<file path="src/rtl/uart_rx_deser_if.sv">
// Received-byte bus between the UART RX deserialiser and the APB UART top.
// The deserialiser drives every signal; the consumer only observes them.
interface uart_rx_deser_if;
    logic [7:0] rx_data_o;
    logic       rx_valid_o;
    logic       rx_err_o;
    logic       rx_frame_err_o;
    logic       busy_o;

    modport master (
        output rx_data_o,
        output rx_valid_o,
        output rx_err_o,
        output rx_frame_err_o,
        output busy_o
    );

    modport slave (
        input rx_data_o,
        input rx_valid_o,
        input rx_err_o,
        input rx_frame_err_o,
        input busy_o
    );
endinterface

</file>
<file path="src/rtl/uart_rx_deser.sv">
// UART receive deserialiser: synchronises rx_i, detects start edges, samples
// each bit at mid-period with a divider latched at the start of the frame,
// checks parity and stop bit, and delivers one byte per frame as a
// single-cycle valid pulse.
module uart_rx_deser #(
    parameter int DATA_BITS   = 8,
    parameter int PARITY_EN   = 1,
    parameter int PARITY_ODD  = 0,
    parameter int SYNC_STAGES = 2
) (
    input  logic                 clk,
    input  logic                 rst_i,
    input  logic [31:0]          clk_div_i,
    input  logic                 rx_enable_i,
    input  logic                 rx_i,
    uart_rx_deser_if.master      rx_bus
);

    localparam bit HAS_PAR = (PARITY_EN != 0);
    localparam bit PAR_ODD = (PARITY_ODD != 0);
    localparam logic [3:0] LAST_BIT = 4'(DATA_BITS - 1);

    typedef enum logic [2:0] {IDLE, START, DATA, PARITY, STOP, BREAK} state_t;

    // Divider saturation: a bit period shorter than 2 clocks cannot be
    // mid-sampled, so small or zero settings are clamped up to 2.
    function automatic logic [31:0] sat_div(input logic [31:0] d);
        return (d < 32'd2) ? 32'd2 : d;
    endfunction

    logic [SYNC_STAGES-1:0] sync_q;
    logic                   line;
    logic                   prev_q;

    state_t                 state_q, state_d;
    logic [31:0]            timer_q, timer_d;
    logic [31:0]            div_q, div_d;
    logic [3:0]             cnt_q, cnt_d;
    logic [DATA_BITS-1:0]   shift_q, shift_d;
    logic                   par_err_q, par_err_d;
    logic [7:0]             data_d;
    logic                   valid_d, err_d, ferr_d;
    logic                   expire;

    assign line   = sync_q[SYNC_STAGES-1];
    assign expire = (timer_q <= 32'd1);
    assign rx_bus.busy_o = (state_q != IDLE);

    // Metastability synchroniser for the asynchronous rx pin, idling high.
    always_ff @(posedge clk or posedge rst_i) begin
        if (rst_i) begin
            sync_q <= '1;
            prev_q <= 1'b1;
        end else begin
            sync_q <= {sync_q[SYNC_STAGES-2:0], rx_i};
            prev_q <= line;
        end
    end

    // Frame sequencing: next state, bit timer, shift register and outputs.
    always_comb begin
        state_d   = state_q;
        timer_d   = timer_q;
        div_d     = div_q;
        cnt_d     = cnt_q;
        shift_d   = shift_q;
        par_err_d = par_err_q;
        data_d    = rx_bus.rx_data_o;
        valid_d   = 1'b0;
        err_d     = 1'b0;
        ferr_d    = 1'b0;

        case (state_q)
            IDLE: begin
                // Only a genuine 1->0 edge starts a frame; a line already
                // low when enable rises is ignored.
                if (rx_enable_i && prev_q && !line) begin
                    state_d   = START;
                    div_d     = sat_div(clk_div_i);
                    timer_d   = sat_div(clk_div_i) >> 1;
                    cnt_d     = '0;
                    shift_d   = '0;
                    par_err_d = 1'b0;
                end
            end
            START: begin
                if (expire) begin
                    if (!line) begin
                        state_d = DATA;
                        timer_d = div_q;
                        cnt_d   = '0;
                    end else begin
                        state_d = IDLE;
                        timer_d = '0;
                    end
                end else begin
                    timer_d = timer_q - 32'd1;
                end
            end
            DATA: begin
                if (expire) begin
                    shift_d = {line, shift_q[DATA_BITS-1:1]};
                    timer_d = div_q;
                    if (cnt_q == LAST_BIT) begin
                        state_d = HAS_PAR ? PARITY : STOP;
                        cnt_d   = '0;
                    end else begin
                        cnt_d = cnt_q + 4'd1;
                    end
                end else begin
                    timer_d = timer_q - 32'd1;
                end
            end
            PARITY: begin
                if (expire) begin
                    par_err_d = ((^shift_q) ^ line) != PAR_ODD;
                    state_d   = STOP;
                    timer_d   = div_q;
                end else begin
                    timer_d = timer_q - 32'd1;
                end
            end
            STOP: begin
                if (expire) begin
                    valid_d = 1'b1;
                    data_d  = 8'(shift_q);
                    err_d   = par_err_q;
                    ferr_d  = !line;
                    state_d = line ? IDLE : BREAK;
                    timer_d = '0;
                end else begin
                    timer_d = timer_q - 32'd1;
                end
            end
            BREAK: begin
                if (line) state_d = IDLE;
            end
            default: state_d = IDLE;
        endcase

        // Losing enable mid-frame discards the frame without a pulse.
        if (state_q != IDLE && !rx_enable_i) begin
            state_d   = IDLE;
            timer_d   = '0;
            cnt_d     = '0;
            shift_d   = '0;
            par_err_d = 1'b0;
            data_d    = rx_bus.rx_data_o;
            valid_d   = 1'b0;
            err_d     = 1'b0;
            ferr_d    = 1'b0;
        end
    end

    // State, datapath and registered output update.
    always_ff @(posedge clk or posedge rst_i) begin
        if (rst_i) begin
            state_q               <= IDLE;
            timer_q               <= '0;
            div_q                 <= '0;
            cnt_q                 <= '0;
            shift_q               <= '0;
            par_err_q             <= 1'b0;
            rx_bus.rx_data_o      <= '0;
            rx_bus.rx_valid_o     <= 1'b0;
            rx_bus.rx_err_o       <= 1'b0;
            rx_bus.rx_frame_err_o <= 1'b0;
        end else begin
            state_q               <= state_d;
            timer_q               <= timer_d;
            div_q                 <= div_d;
            cnt_q                 <= cnt_d;
            shift_q               <= shift_d;
            par_err_q             <= par_err_d;
            rx_bus.rx_data_o      <= data_d;
            rx_bus.rx_valid_o     <= valid_d;
            rx_bus.rx_err_o       <= err_d;
            rx_bus.rx_frame_err_o <= ferr_d;
        end
    end

endmodule
</file>
<file path="src/flat_wrapper.sv">
// flat-port wrapper written by rule: the top's interface ports become plain ports
module uart_rx_deser_flat 
#(
    parameter int DATA_BITS   = 8,
    parameter int PARITY_EN   = 1,
    parameter int PARITY_ODD  = 0,
    parameter int SYNC_STAGES = 2
)
  (clk, rst_i, clk_div_i, rx_enable_i, rx_i, rx_bus_rx_data_o, rx_bus_rx_valid_o, rx_bus_rx_err_o, rx_bus_rx_frame_err_o, rx_bus_busy_o);
  uart_rx_deser_if rx_bus_i ();
  input  logic clk;
  input  logic rst_i;
  input  logic [31:0] clk_div_i;
  input  logic rx_enable_i;
  input  logic rx_i;
  output wire logic [$bits(rx_bus_i.rx_data_o)-1:0] rx_bus_rx_data_o;
  output wire logic [$bits(rx_bus_i.rx_valid_o)-1:0] rx_bus_rx_valid_o;
  output wire logic [$bits(rx_bus_i.rx_err_o)-1:0] rx_bus_rx_err_o;
  output wire logic [$bits(rx_bus_i.rx_frame_err_o)-1:0] rx_bus_rx_frame_err_o;
  output wire logic [$bits(rx_bus_i.busy_o)-1:0] rx_bus_busy_o;
  assign rx_bus_rx_data_o = rx_bus_i.rx_data_o;
  assign rx_bus_rx_valid_o = rx_bus_i.rx_valid_o;
  assign rx_bus_rx_err_o = rx_bus_i.rx_err_o;
  assign rx_bus_rx_frame_err_o = rx_bus_i.rx_frame_err_o;
  assign rx_bus_busy_o = rx_bus_i.busy_o;
  uart_rx_deser #(.DATA_BITS(DATA_BITS), .PARITY_EN(PARITY_EN), .PARITY_ODD(PARITY_ODD), .SYNC_STAGES(SYNC_STAGES)) u_core (.clk(clk), .rst_i(rst_i), .clk_div_i(clk_div_i), .rx_enable_i(rx_enable_i), .rx_i(rx_i), .rx_bus(rx_bus_i));
endmodule
</file>
<file path="config.mk">
export PLATFORM = sky130hd
export DESIGN_NAME = uart_rx_deser_flat
export DESIGN_NICKNAME = d
export VERILOG_FILES = /design/src/rtl/uart_rx_deser_if.sv /design/src/rtl/uart_rx_deser.sv /design/src/flat_wrapper.sv
export SDC_FILE = /design/constraint.sdc
export NUM_CORES = 1
export LEC_CHECK = 0
export ABC_AREA = 1
export BUFFER_PORTS_ARGS = -buffer_cell sky130_fd_sc_hd__clkbuf_2
export CAP_MARGIN = 10
export CORE_MARGIN = 1
export CORE_UTILIZATION = 53
export CTS_BUF_LIST = sky130_fd_sc_hd__clkbuf_16
export CTS_CLUSTER_DIAMETER = 120
export DETAILED_ROUTE_END_ITERATION = 16
export GPL_ROUTABILITY_DRIVEN = 0
export PLACE_DENSITY = 0.83
export SYNTH_ARGS = -nofsm -noshare
export SYNTH_HDL_FRONTEND = slang
export SYNTH_SLANG_ARGS = --single-unit
</file>
<file path="constraint.sdc">
create_clock -name clk -period 4.4 [get_ports clk]
set_clock_uncertainty 0.05 [all_clocks]
set_input_delay 0.88 -clock clk [delete_from_list [all_inputs] [get_ports clk]]
set_output_delay 0.88 -clock clk [all_outputs]
set_load 0.01 [all_outputs]
</file>
**Word-level counts from Yosys, hierarchy flattened**

Index checks and enable logic that the tools add are counted.

- Add/sub/neg operators: 2
- Order comparisons: 2
- Equality and inequality tests: 14
- Muxes and demuxes: 43
- Bitwise gates (word level): 2
- Reductions and logical operators: 20

Operators by type and width:

| kind | count |
|---|---|
| $mux W32 | 7 |
| $pmux W32 S4 | 1 |
| $le A32 B1 Y1 const B | 1 |
| $lt A32 B2 Y1 const B | 1 |
| $sub A32 B1 Y32 const B | 1 |
| $mux W3 | 9 |
| $mux W4 | 6 |
| $mux W8 | 3 |
| $ne A3 B1 Y1 const B | 7 |
| $pmux W3 S6 | 1 |
| $pmux W8 S2 | 1 |
| $mux W1 | 12 |
| $pmux W4 S3 | 1 |
| $reduce_and A3 Y1 | 3 |
| $reduce_bool A3 Y1 | 3 |
| $reduce_xor A8 Y1 | 1 |
| $reduce_and A7 Y1 | 1 |
| $eq A3 B2 Y1 const B | 2 |
| $eq A3 B3 Y1 const B | 2 |
| $reduce_and A5 Y1 | 1 |
| $reduce_bool A5 Y1 | 1 |
| $add A4 B1 Y4 const B | 1 |
| $eq A4 B3 Y1 const B | 1 |
| $reduce_and A2 Y1 | 2 |
| other kinds (11) | 14 |

- Flip-flop bits (word level): 94
- Bits of input ports: 36
- Output and inout port bits: 12
- Word-level logic and storage cells: 95

**Logic depth before layout (Yosys ltp)**

Gate-level depths: netlist of the first run.

- Word-level depth: 5
- Depth in mapped cells: 15
- Mapped depth without buffers: 14

**Least setup slack after synthesis of the first run**

OpenSTA, ideal clock, no wires.

- Path type: input to register
- Start point: input rx_enable_i
- End point: register u_core.shift_q[6]
- Library setup time: 0.117 ns
- Arrival: 1.904 ns
- Data required time: 4.233 ns
- Setup slack: 2.329 ns
- Stages on the path: 9
- Path buffers: 2
- Path through: buf_2 > nand3_1 > nand2_1 > inv_1 > a21oi_4 > nand2_4 > buf_6 > nand2_2 > o21ai_2

- Word-level cells in the longest chain between the ends: 4
- Elaborated cells between the ends (all ways): 9
- Those cells by class: eq/ne: 2; mux: 1; reduce/logical: 6

Ends and longest elaborated chain:

| item | RTL line | source |
|---|---|---|
| from (decl) | flat_wrapper.sv:14 | `input logic rx_enable_i;` |
| $logic_not A1 Y1 or $logic_and A1 B1 Y1 (tied branches) | uart_rx_deser.sv:142, uart_rx_deser.sv:77 |  |
| $logic_and A1 B1 Y1, on equally long branches | uart_rx_deser.sv:142, uart_rx_deser.sv:77 |  |
| $ne A3 B1 Y1 (no source line) or $reduce_bool A3 Y1 (tied branches) | n/a |  |
| $reduce_and A3 Y1 (no source line) | n/a |  |
| to (signal assigned) | uart_rx_deser.sv:173 | `shift_q <= shift_d;` |
| to (decl) | uart_rx_deser.sv:39 | `logic [DATA_BITS-1:0] shift_q, shift_d;` |

Parallel ways exist; a longest one is shown, timed or not.
A chain may end at the register's enable or synchronous reset.

**Final worst setup path of the first run**

- Start point: register u_core.state_q[1]
- End point: register u_core.timer_q[1]

- Word-level cells in the longest chain between the ends: 4
- Elaborated cells between the ends (all ways): 13
- Those cells by class: eq/ne: 5; mux: 2; reduce/logical: 6

Ends and longest elaborated chain:

| item | RTL line | source |
|---|---|---|
| from (decl) | uart_rx_deser.sv:35 | `state_t state_q, state_d;` |
| from (signal assigned) | uart_rx_deser.sv:169 | `state_q <= state_d;` |
| $eq A3 B2 Y1 or $reduce_bool A3 Y1 (tied branches) | uart_rx_deser.sv:73, uart_rx_deser.sv:142 |  |
| $reduce_or A2 Y1 (no source line) or $logic_and A1 B1 Y1 (tied branches) | n/a |  |
| $pmux W32 S4 (tied with other cells) | uart_rx_deser.sv:73 | `case (state_q)` |
| $mux W32 or $reduce_and A2 Y1 (tied branches) | n/a |  |
| to (signal assigned) | uart_rx_deser.sv:170 | `timer_q <= timer_d;` |
| to (decl) | uart_rx_deser.sv:36 | `logic [31:0] timer_q, timer_d;` |

Parallel ways exist; a longest one is shown, timed or not.

==> results_dict.tcl, run 1 <==
set metrics [dict create \
    outcome "complete, no violations" \
    postCtsHoldBufs 0 \
    async_flop_share_pct 100 \
    setup_viol_count_final 0 \
    timing.setup.critical_path_class "reg -> reg" \
    clock_latency_ns 0.36 \
    synth.avg_cell_area_sq_um 6.64 \
    rsz0062_at_grt "false" \
    dp_hpwl_microns 9810 \
    io_buffers 47 \
    p_seq_share_pct 34.4 \
    ios 48 \
    synth_edf_count 0 \
    clockBufferDepth 2 \
    drive_gt1_share_pct 12.3 \
    antenna_cells 0 \
    fin_setup_tns_ns 0 \
    cap_violations 0 \
    gr-total-overflow 0 \
    finalNetCount 952 \
    hold_path_startpoint "u_core.sync_q[0]" \
    drc 0 \
    areaGrowthSynthToFinish_pct 11.1 \
    powerDensity_mw_per_mm2 630 \
    ctsResizeCount 0 \
    synth_warnings 0 \
    clockPowerShare_pct 19.7 \
    yosysSeqAreaShare_pct 40.6 \
    fp.dieH_microns 107 \
    hold_viol 0 \
    vias 5649 \
    max_clock_freq_mhz 402 \
    h-tree-depth 3 \
    p_comb_share_pct 45.9 \
    post-place-ws_ns 2.00 \
    min_path_cells 0 \
    fin_ws_ns 1.92 \
    worst-r2r-cell-count 10 \
    cp-end-kind "flip-flop" \
    syn-num-nets 914 \
    wl_per_cell_microns 13.2 \
    path_max_fanout 34 \
    ff2ff_setup_slack_ns 1.92 \
    clock-sinks 94 \
    grt_pass1_vias 5333 \
    ys.flop_type "dfrtp_1" \
    maxSlewHeadroom_pct 36.4 \
    clk_pin_slew_ns 0.07 \
    post-cts-setup-buffers 0 \
    rr_startpoint "u_core.state_q[1]" \
    drtAntennaViolNets 0 \
    grt_usage_pct 26.7 \
    viasPerCell 5.36 \
    r2r_end "u_core.timer_q[1]" \
    n_fill_cell 996 \
    min_to "u_core.sync_q[1]" \
    ys_types 36 \
    finalMaxSlewViolations 0 \
    ir_drop_v 0.000412 \
    fp.dieW_microns 107 \
    synth_top_area_share_pct 39.2 \
    sw_frac_of_total_pct 47.1 \
    drt-total-wl_microns 13900 \
    cts_tree "built" \
    switchingPower_mw 1.91 \
    crit_arrival_ns 2.68 \
    fin_crit_sh_pct 56.5 \
    worst_pin_slew_ns 0.952 \
    numCtsBuffers 9 \
    p_leak_nw 3.48 \
    ys_ff_latch 94 \
    grt_start_max_net_pins 70 \
    row_count 37 \
    min_period_ns 2.48 \
    crit_required_ns 4.60 \
    netlist_area_sq_mm 0.00581 \
    die_area_sq_mm 0.0114 \
    core_area_sq_mm 0.0105 \
    drt-initial-drc-count 373 \
    hold_class "reg -> reg" \
    grt_pass1_wl_microns 24300 \
    floorplan.initialDensity_pct 55.5 \
    cts-root-buf "clkbuf_16" \
    p_int_mw 2.15 \
    synth_area_leader_cell "dfrtp_1" \
    mostFrequentLayoutCell "nand2_1" \
    grt_antenna_before_repair 0 \
    start_kind "flip-flop" \
    drt_first_pass_iters 5 \
    netlist_instances 875 \
    synth_area_leaders "dfrtp_1 (39%), nand2_1 (20%), nand3_1 (8.0%)" \
    final_cell_mix "nand2_1 (315), inv_1 (98), nand3_1 (93)" \
]
-- cells by family after synthesis --
kind of cell	share of synthesized area [%]
xor gates and xnor gates	0.905
adders and majority gates	0.646
DFF	40.6
AOI/OAI and AO/OA	9.07
and+or+nand+nor	39.9
buffers and inverters	8.92
-- layout make-up --
cell class                 count  area (sq um)  share of cell area [%]
inverter                     105           398                    6.17
sequential                    94          2360                    36.5
timing repair buffer          53           280                    4.34
multi-input combinational    650          2940                    45.6
tap                          136           170                    2.64
clock buffer                   9           225                    3.49
clock inverter                 7          81.3                    1.26
-- critical path, cell delays in order, from the launching register on --
cell	delay, ns
dfrtp_1	0.40
inv_1	0.09
nand2_1	0.13
nor2_4	0.07
inv_2	0.10
nand2_1	0.06
buf_4	0.24
inv_1	0.74
o21ai_0	0.19
o21ai_0	0.22
nand2_1	0.08
-- metal layers --
| layer | wire length [microns] | vias up | global-route usage, % |
|---|---|---|---|
| li1 | - | 2844 | - |
| met1 | 6110 | 2624 | 33.8 |
| met2 | 6840 | 155 | 45.3 |
| met3 | 620 | 26 | 4.19 |
| met4 | 329 | 0 | 11.0 |
| met5 | 0 | - | 0 |
-- cells in the mapped netlist (2+ instances only) --
master and instances:
nand2_1 315, inv_1 99, nand3_1 93, dfrtp_1 91, nor2_1 86, o21ai_0 43
a21oi_1 34, nand4_1 18, clkbuf_1 13, nor2_2 12, buf_2 8, nor3_1 8
o21ai_2 8, nand2_2 6, xnor2_1 5, dfstp_2 3, ha_1 3, inv_2 3
nor2_4 3, o21bai_1 3, buf_1 2, buf_4 2, clkinv_1 2, nand2_4 2
or2_2 2
-- registers in the layout, summed over array words and instances (netlist names) --
signal	count
u_core.cnt_q	4
u_core.div_q	32
u_core.par_err_q	1
u_core.prev_q	1
u_core.rx_bus.rx_data_o	8
u_core.rx_bus.rx_err_o	1
u_core.rx_bus.rx_frame_err_o	1
u_core.rx_bus.rx_valid_o	1
u_core.shift_q	8
u_core.state_q	3
u_core.sync_q	2
u_core.timer_q	32
-- through the flow --
stage	utilization [%]	total power [mW]	cell area (sq um)	hold WS, ns	instances
4_1_cts	61.7	4.06	6450	0.312	1054
2_1_floorplan	-	2.83	5810	0.295	875
5_1_grt	61.7	4.43	6450	0.316	1054
3_3_place_gp	58.7	3.18	6150	0.297	1038
3_5_place_dp	58.7	3.24	6150	0.298	1038
6_report	61.7	4.06	6450	0.312	1054
-- how the worst max path moves through the flow --
stage / cells after the start / startpoint / slack [ns] / end
after floorplan: 1 / rst_i / 1.03 / u_core.cnt_q[0]
after global placement: 10 / u_core.state_q[1] / 2.10 / u_core.timer_q[1]
after detailed placement: 10 / u_core.state_q[1] / 2.00 / u_core.timer_q[1]
after CTS: 10 / u_core.state_q[1] / 1.96 / u_core.timer_q[1]
after global routing: 10 / u_core.state_q[1] / 1.73 / u_core.timer_q[1]
final: 10 / u_core.state_q[1] / 1.92 / u_core.timer_q[1]
-- power groups by stage --
stage / combinational, mW / sequential (mW) / clock (mW)
after CTS: 1.85 / 1.39 / 0.810
final: 1.86 / 1.40 / 0.802
after floorplan: 1.50 / 1.34 / 0
after global placement: 1.78 / 1.40 / 0
after detailed placement: 1.83 / 1.40 / 0
after global routing: 2.15 / 1.44 / 0.839
(Power assumes the default switching activity.)
==> inputs of run 2 (changes only) <==
- PLACE_DENSITY: 0.83 -> 0.86
- clock period: 4.4 -> 2.24 ns (I/O delays scaled with it)
==> run 2 against run 1 <==
Effect of this change:
- cell area increased by 2.6%
- highest routed layer unchanged
- cell count increased by 1.4%
- die area unchanged
- largest power group unchanged
- total power increased by 100%
- register-to-register slack got worse by 1.7 ns
- count of clock-buffer cells in the layout unchanged
- clock power increased by 88%
- utilization increased by 1.6 points
- sequential share of layout area decreased by 0.92 points
==> results_dict.tcl, run 2 (synthesized netlist as in run 1, its figures left out) <==
set metrics [dict create \
    place_inst 1048 \
    drtAntennaViolNets 0 \
    fin_crit_sh_pct 90.9 \
    viasPerCell 5.42 \
    reg.largest.list "u_core.div_q (32), u_core.timer_q (32)" \
    grt_usage_pct 27.1 \
    numCtsBuffers 9 \
    fp.dieH_microns 107 \
    utilization_pct 63.3 \
    drive_gt1_share_pct 13.9 \
    row_count 37 \
    grt_antenna_before_repair 0 \
    grt_start_max_net_pins 62 \
    critPathLaunch "u_core.timer_q[0]" \
    wl_per_cell_microns 13.7 \
    cap_violations 0 \
    worst_pin_slew_ns 0.748 \
    ir_drop_v 0.000806 \
    min_period_ns 2.04 \
    multi_input_area_sq_mm 0.00295 \
    powerDensity_mw_per_mm2 1250 \
    drt_first_pass_iters 5 \
    h-tree-depth 3 \
    cp-end-kind "flip-flop" \
    ios 48 \
    postCtsHoldBufs 0 \
    drt-initial-drc-count 454 \
    maxSlewHeadroom_pct 50.1 \
    timing.setup.critical_path_class "reg -> reg" \
    place_area_sq_mm 0.00626 \
    grt_pass1_vias 5514 \
    grt_pass1_wl_microns 24900 \
    clockBufferDepth 2 \
    antenna_cells 0 \
    dp_hpwl_microns 10400 \
    power_mw 8.26 \
    cts-root-buf "clkbuf_16" \
    io_buffers 47 \
    design_area_sq_mm 0.00662 \
    start_kind "flip-flop" \
    areaGrowthSynthToFinish_pct 14.0 \
    clock-sinks 94 \
    drc 0 \
    mostFrequentLayoutCell "nand2_1" \
    core_area_sq_mm 0.0105 \
    path_max_fanout 16 \
    n_fill_cell 931 \
    seq_area_sq_mm 0.00236 \
    setup_viol_count_final 0 \
    clock_latency_ns 0.35 \
    final_cells 1069 \
    cts_tree "built" \
    finalNetCount 967 \
    hold_viol 0 \
    rr_startpoint "u_core.timer_q[0]" \
    die_area_sq_mm 0.0114 \
    crit_required_ns 2.44 \
    finalMaxSlewViolations 0 \
    gr-total-overflow 0 \
    max_clock_freq_mhz 491 \
    final_cell_mix "nand2_1 (315), inv_1 (97), nand3_1 (93)" \
    ff2ff_setup_slack_ns 0.20 \
    outcome "complete, no violations" \
    floorplan.initialDensity_pct 55.5 \
    fp.dieW_microns 107 \
    hold_class "in -> async" \
    crit_arrival_ns 2.24 \
    vias 5799 \
    clk_pin_slew_ns 0.08 \
    p_leak_nw 3.55 \
    drt-total-wl_microns 14600 \
]
## run 2: cell count changes in the layout (fill, tap and decap cells not counted), sizes merged
cell,previous run,this run
buf,6,21
clkinv,5,3
clkinvlp,0,3
inv,107,106
## run 2: final timing paths
check,endpoint,cells past startpoint
worst max-delay path,u_core.shift_q[4],14
worst min-delay path,u_core.div_q[0],2
worst max register to register,u_core.shift_q[4],14
worst min register to register,u_core.sync_q[1],0
max in group asynchronous,u_core.div_q[21],3
min in group clk,u_core.sync_q[0],1
## run 2: routing by layer
layer	wire, microns	GRT usage [%]
met1	6170	34.3
met2	7030	46.2
met3	962	4.32
met4	457	10.7
met5	0	0
## run 2: layout make-up
type,instances,area share [%]
Timing Repair Buffer,68,6.88
Inverter,105,6.03
Tap cell,136,2.57
Sequential cell,94,35.6
Clock inverter,7,0.926
Multi-Input combinational cell,650,44.6
Clock buffer,9,3.40
## run 2: critical path: stages, from the launching register on
cell and delay [ns]:
dfrtp_1 0.41, inv_2 0.09, ha_2 0.20, inv_1 0.07, nand2_1 0.07, nand2_1 0.04
nor2_1 0.09, nand2_1 0.10, inv_2 0.08, nand2_4 0.08, a21oi_4 0.24, buf_12 0.15
nand2_8 0.10, nand2_1 0.11, o21ai_2 0.05
## run 2: where the power goes
part           internal (mW)  switching, mW  total [mW]
registers               2.25          0.502        2.75
clock network          0.778          0.736        1.51
logic                   1.37           2.62        4.00
total                   4.40           3.86        8.26
## run 2: stage by stage
step                      hold slack, ns  setup slack [ns]  setup TNS (ns)
after detailed placement           0.297             0.182               0
after global placement             0.298             0.274               0
after floorplan                    0.295             0.362               0
after global routing               0.109          -0.00204        -0.00204
final                             0.0760             0.203               0
after CTS                         0.0927             0.151               0
## run 2: timing repair
action | in CTS | in global routing
endpoints found under the setup margin | 0 | 35
endpoints found under the hold margin | 0 | 0
resized for setup | 0 | 4
setup buffers | 0 | 5
==> inputs of run 3 (changes only) <==
- CORE_MARGIN: 1 -> 3
- PLACE_DENSITY: 0.86 -> 0.83
- clock period: 2.24 -> 2.31 ns (I/O delays scaled with it)
==> run 3 against run 2 <==
Effect of this change:
- worst hold slack improved by 0.056 ns
- total power down 5.0%
- register-to-register slack improved by 0.04 ns
- worst setup slack gained 0.038 ns
- die area grew 7.6%
- global-route usage is 3.1 points lower
- non-clock buffer count shrank 5
- sequential share of layout area up 0.22 points
- critical path depth decreased by 1
- critical path type unchanged
- largest cell class unchanged
- highest routed layer unchanged
==> results_dict.tcl, run 3 (synthesized netlist as in run 1, its figures left out) <==
set metrics [dict create \
    crit_arrival_ns 2.27 \
    cap_violations 0 \
    vias 5653 \
    finalMaxSlewViolations 0 \
    io_buffers 47 \
    fin_crit_sh_pct 89.6 \
    antenna_cells 0 \
    final_cells 1064 \
    p_leak_nw 3.54 \
    drt-met1-wl_microns 6190 \
    worst_pin_slew_ns 0.725 \
    grt_start_max_net_pins 62 \
    drt_first_pass_iters 5 \
    grt_pass1_wl_microns 24800 \
    row_count 37 \
    wl_per_cell_microns 13.1 \
    hold_viol 0 \
    mostFrequentLayoutCell "nand2_1" \
    worst-r2r-cell-count 13 \
    grt_antenna_before_repair 0 \
    ff2ff_setup_slack_ns 0.24 \
    clock_latency_ns 0.36 \
    viasPerCell 5.31 \
    fp.dieW_microns 111 \
    maxSlewHeadroom_pct 51.6 \
    timing.setup.critical_path_class "reg -> reg" \
    ios 48 \
    core_area_sq_mm 0.0105 \
    critPathLaunch "u_core.timer_q[0]" \
    ir_drop_v 0.000823 \
    rr_startpoint "u_core.timer_q[0]" \
    drt-initial-drc-count 389 \
    clock-sinks 94 \
    grt_pass1_vias 5549 \
    h-tree-depth 3 \
    path_max_fanout 16 \
    hold_class "in -> reg" \
    setup_viol_count_final 0 \
    die_area_sq_mm 0.0123 \
    drive_gt1_share_pct 13.5 \
    floorplan.initialDensity_pct 55.3 \
    routed.top_layer "met4" \
    dr_wl_met2_microns 6700 \
    numCtsBuffers 9 \
    wl_met3_microns 716 \
    min_period_ns 2.07 \
    fp.dieH_microns 111 \
    finalNetCount 962 \
    max_clock_freq_mhz 483 \
    r2r_end "u_core.shift_q[4]" \
    drc 0 \
    dp_hpwl_microns 10400 \
    reg.largest.list "u_core.div_q (32), u_core.timer_q (32)" \
    start_kind "flip-flop" \
    drt-total-wl_microns 14000 \
    clk_pin_slew_ns 0.07 \
    powerDensity_mw_per_mm2 1190 \
    cp-end-kind "flip-flop" \
    rsz0062_at_grt "false" \
    clockBufferDepth 2 \
    gr-total-overflow 0 \
    place_inst 1045 \
    crit_end "u_core.shift_q[4]" \
    areaGrowthSynthToFinish_pct 13.3 \
    crit_required_ns 2.51 \
    cts-root-buf "clkbuf_16" \
    final_cell_mix "nand2_1 (314), inv_1 (98), nand3_1 (93)" \
    drtAntennaViolNets 0 \
    outcome "complete, no violations" \
    grt_usage_pct 24.0 \
    fin_setup_tns_ns 0 \
    cts_tree "built" \
]
-- run 3: power breakdown --
part | internal [mW] | switching, mW | total [mW]
Clock | 0.759 | 0.722 | 1.48
Sequential | 2.18 | 0.475 | 2.66
Combinational | 1.27 | 2.45 | 3.71
-- run 3: routing by layer --
metal / vias up / GRT usage (%)
met5: - / 0
met4: 0 / 8.21
met3: 33 / 5.79
met2: 164 / 40.3
met1: 2590 / 30.4
li1: 2866 / -
-- run 3: how the worst min path moves through the flow --
stage,from,cells past startpoint,to
finish,rx_i,1,u_core.sync_q[0]
global route,rx_i,1,u_core.sync_q[0]
detailed placement,u_core.sync_q[0],0,u_core.sync_q[1]
global placement,u_core.sync_q[0],0,u_core.sync_q[1]
CTS,rx_i,1,u_core.sync_q[0]
floorplan,u_core.sync_q[0],0,u_core.sync_q[1]
-- run 3: through the flow --
stage | utilization [%] | setup slack [ns] | area (sq um) | hold slack (ns) | power, mW
floorplan | - | 0.432 | 5810 | 0.295 | 5.40
global placement | 59.6 | 0.288 | 6260 | 0.297 | 6.21
detailed placement | 59.6 | 0.187 | 6260 | 0.298 | 6.30
CTS | 62.3 | 0.177 | 6550 | 0.123 | 7.81
global route | 62.6 | 0.00417 | 6580 | 0.122 | 8.60
finish | 62.6 | 0.241 | 6580 | 0.132 | 7.85
-- run 3: cell type report --
type | count | area [sq um]
clock inverters | 7 | 63.8
multi-input cells | 650 | 2940
fillers | 973 | 3930
flip-flops and latches | 94 | 2360
repair buffers | 63 | 418
clock buffers | 9 | 225
inverters | 105 | 403
well taps | 136 | 170
-- run 3: what timing repair did --
item / 4_1_cts / 5_1_grt
setup buffers: 0 / 3
setup endpoints to repair: 0 / 13
gates resized for setup: 0 / 2
hold buffers: 0 / 0
hold endpoints to repair: 0 / 0
-- run 3: worst max-delay path, stage by stage (launching register included) --
cell	delay [ns]
dfrtp_1	0.40
inv_1	0.12
ha_1	0.22
inv_1	0.09
nand2_1	0.07
nand2_1	0.04
nor2_1	0.08
nand2_1	0.09
inv_2	0.07
nand2_4	0.08
a21oi_4	0.27
nand2_4	0.20
nand2_1	0.13
o21ai_2	0.06
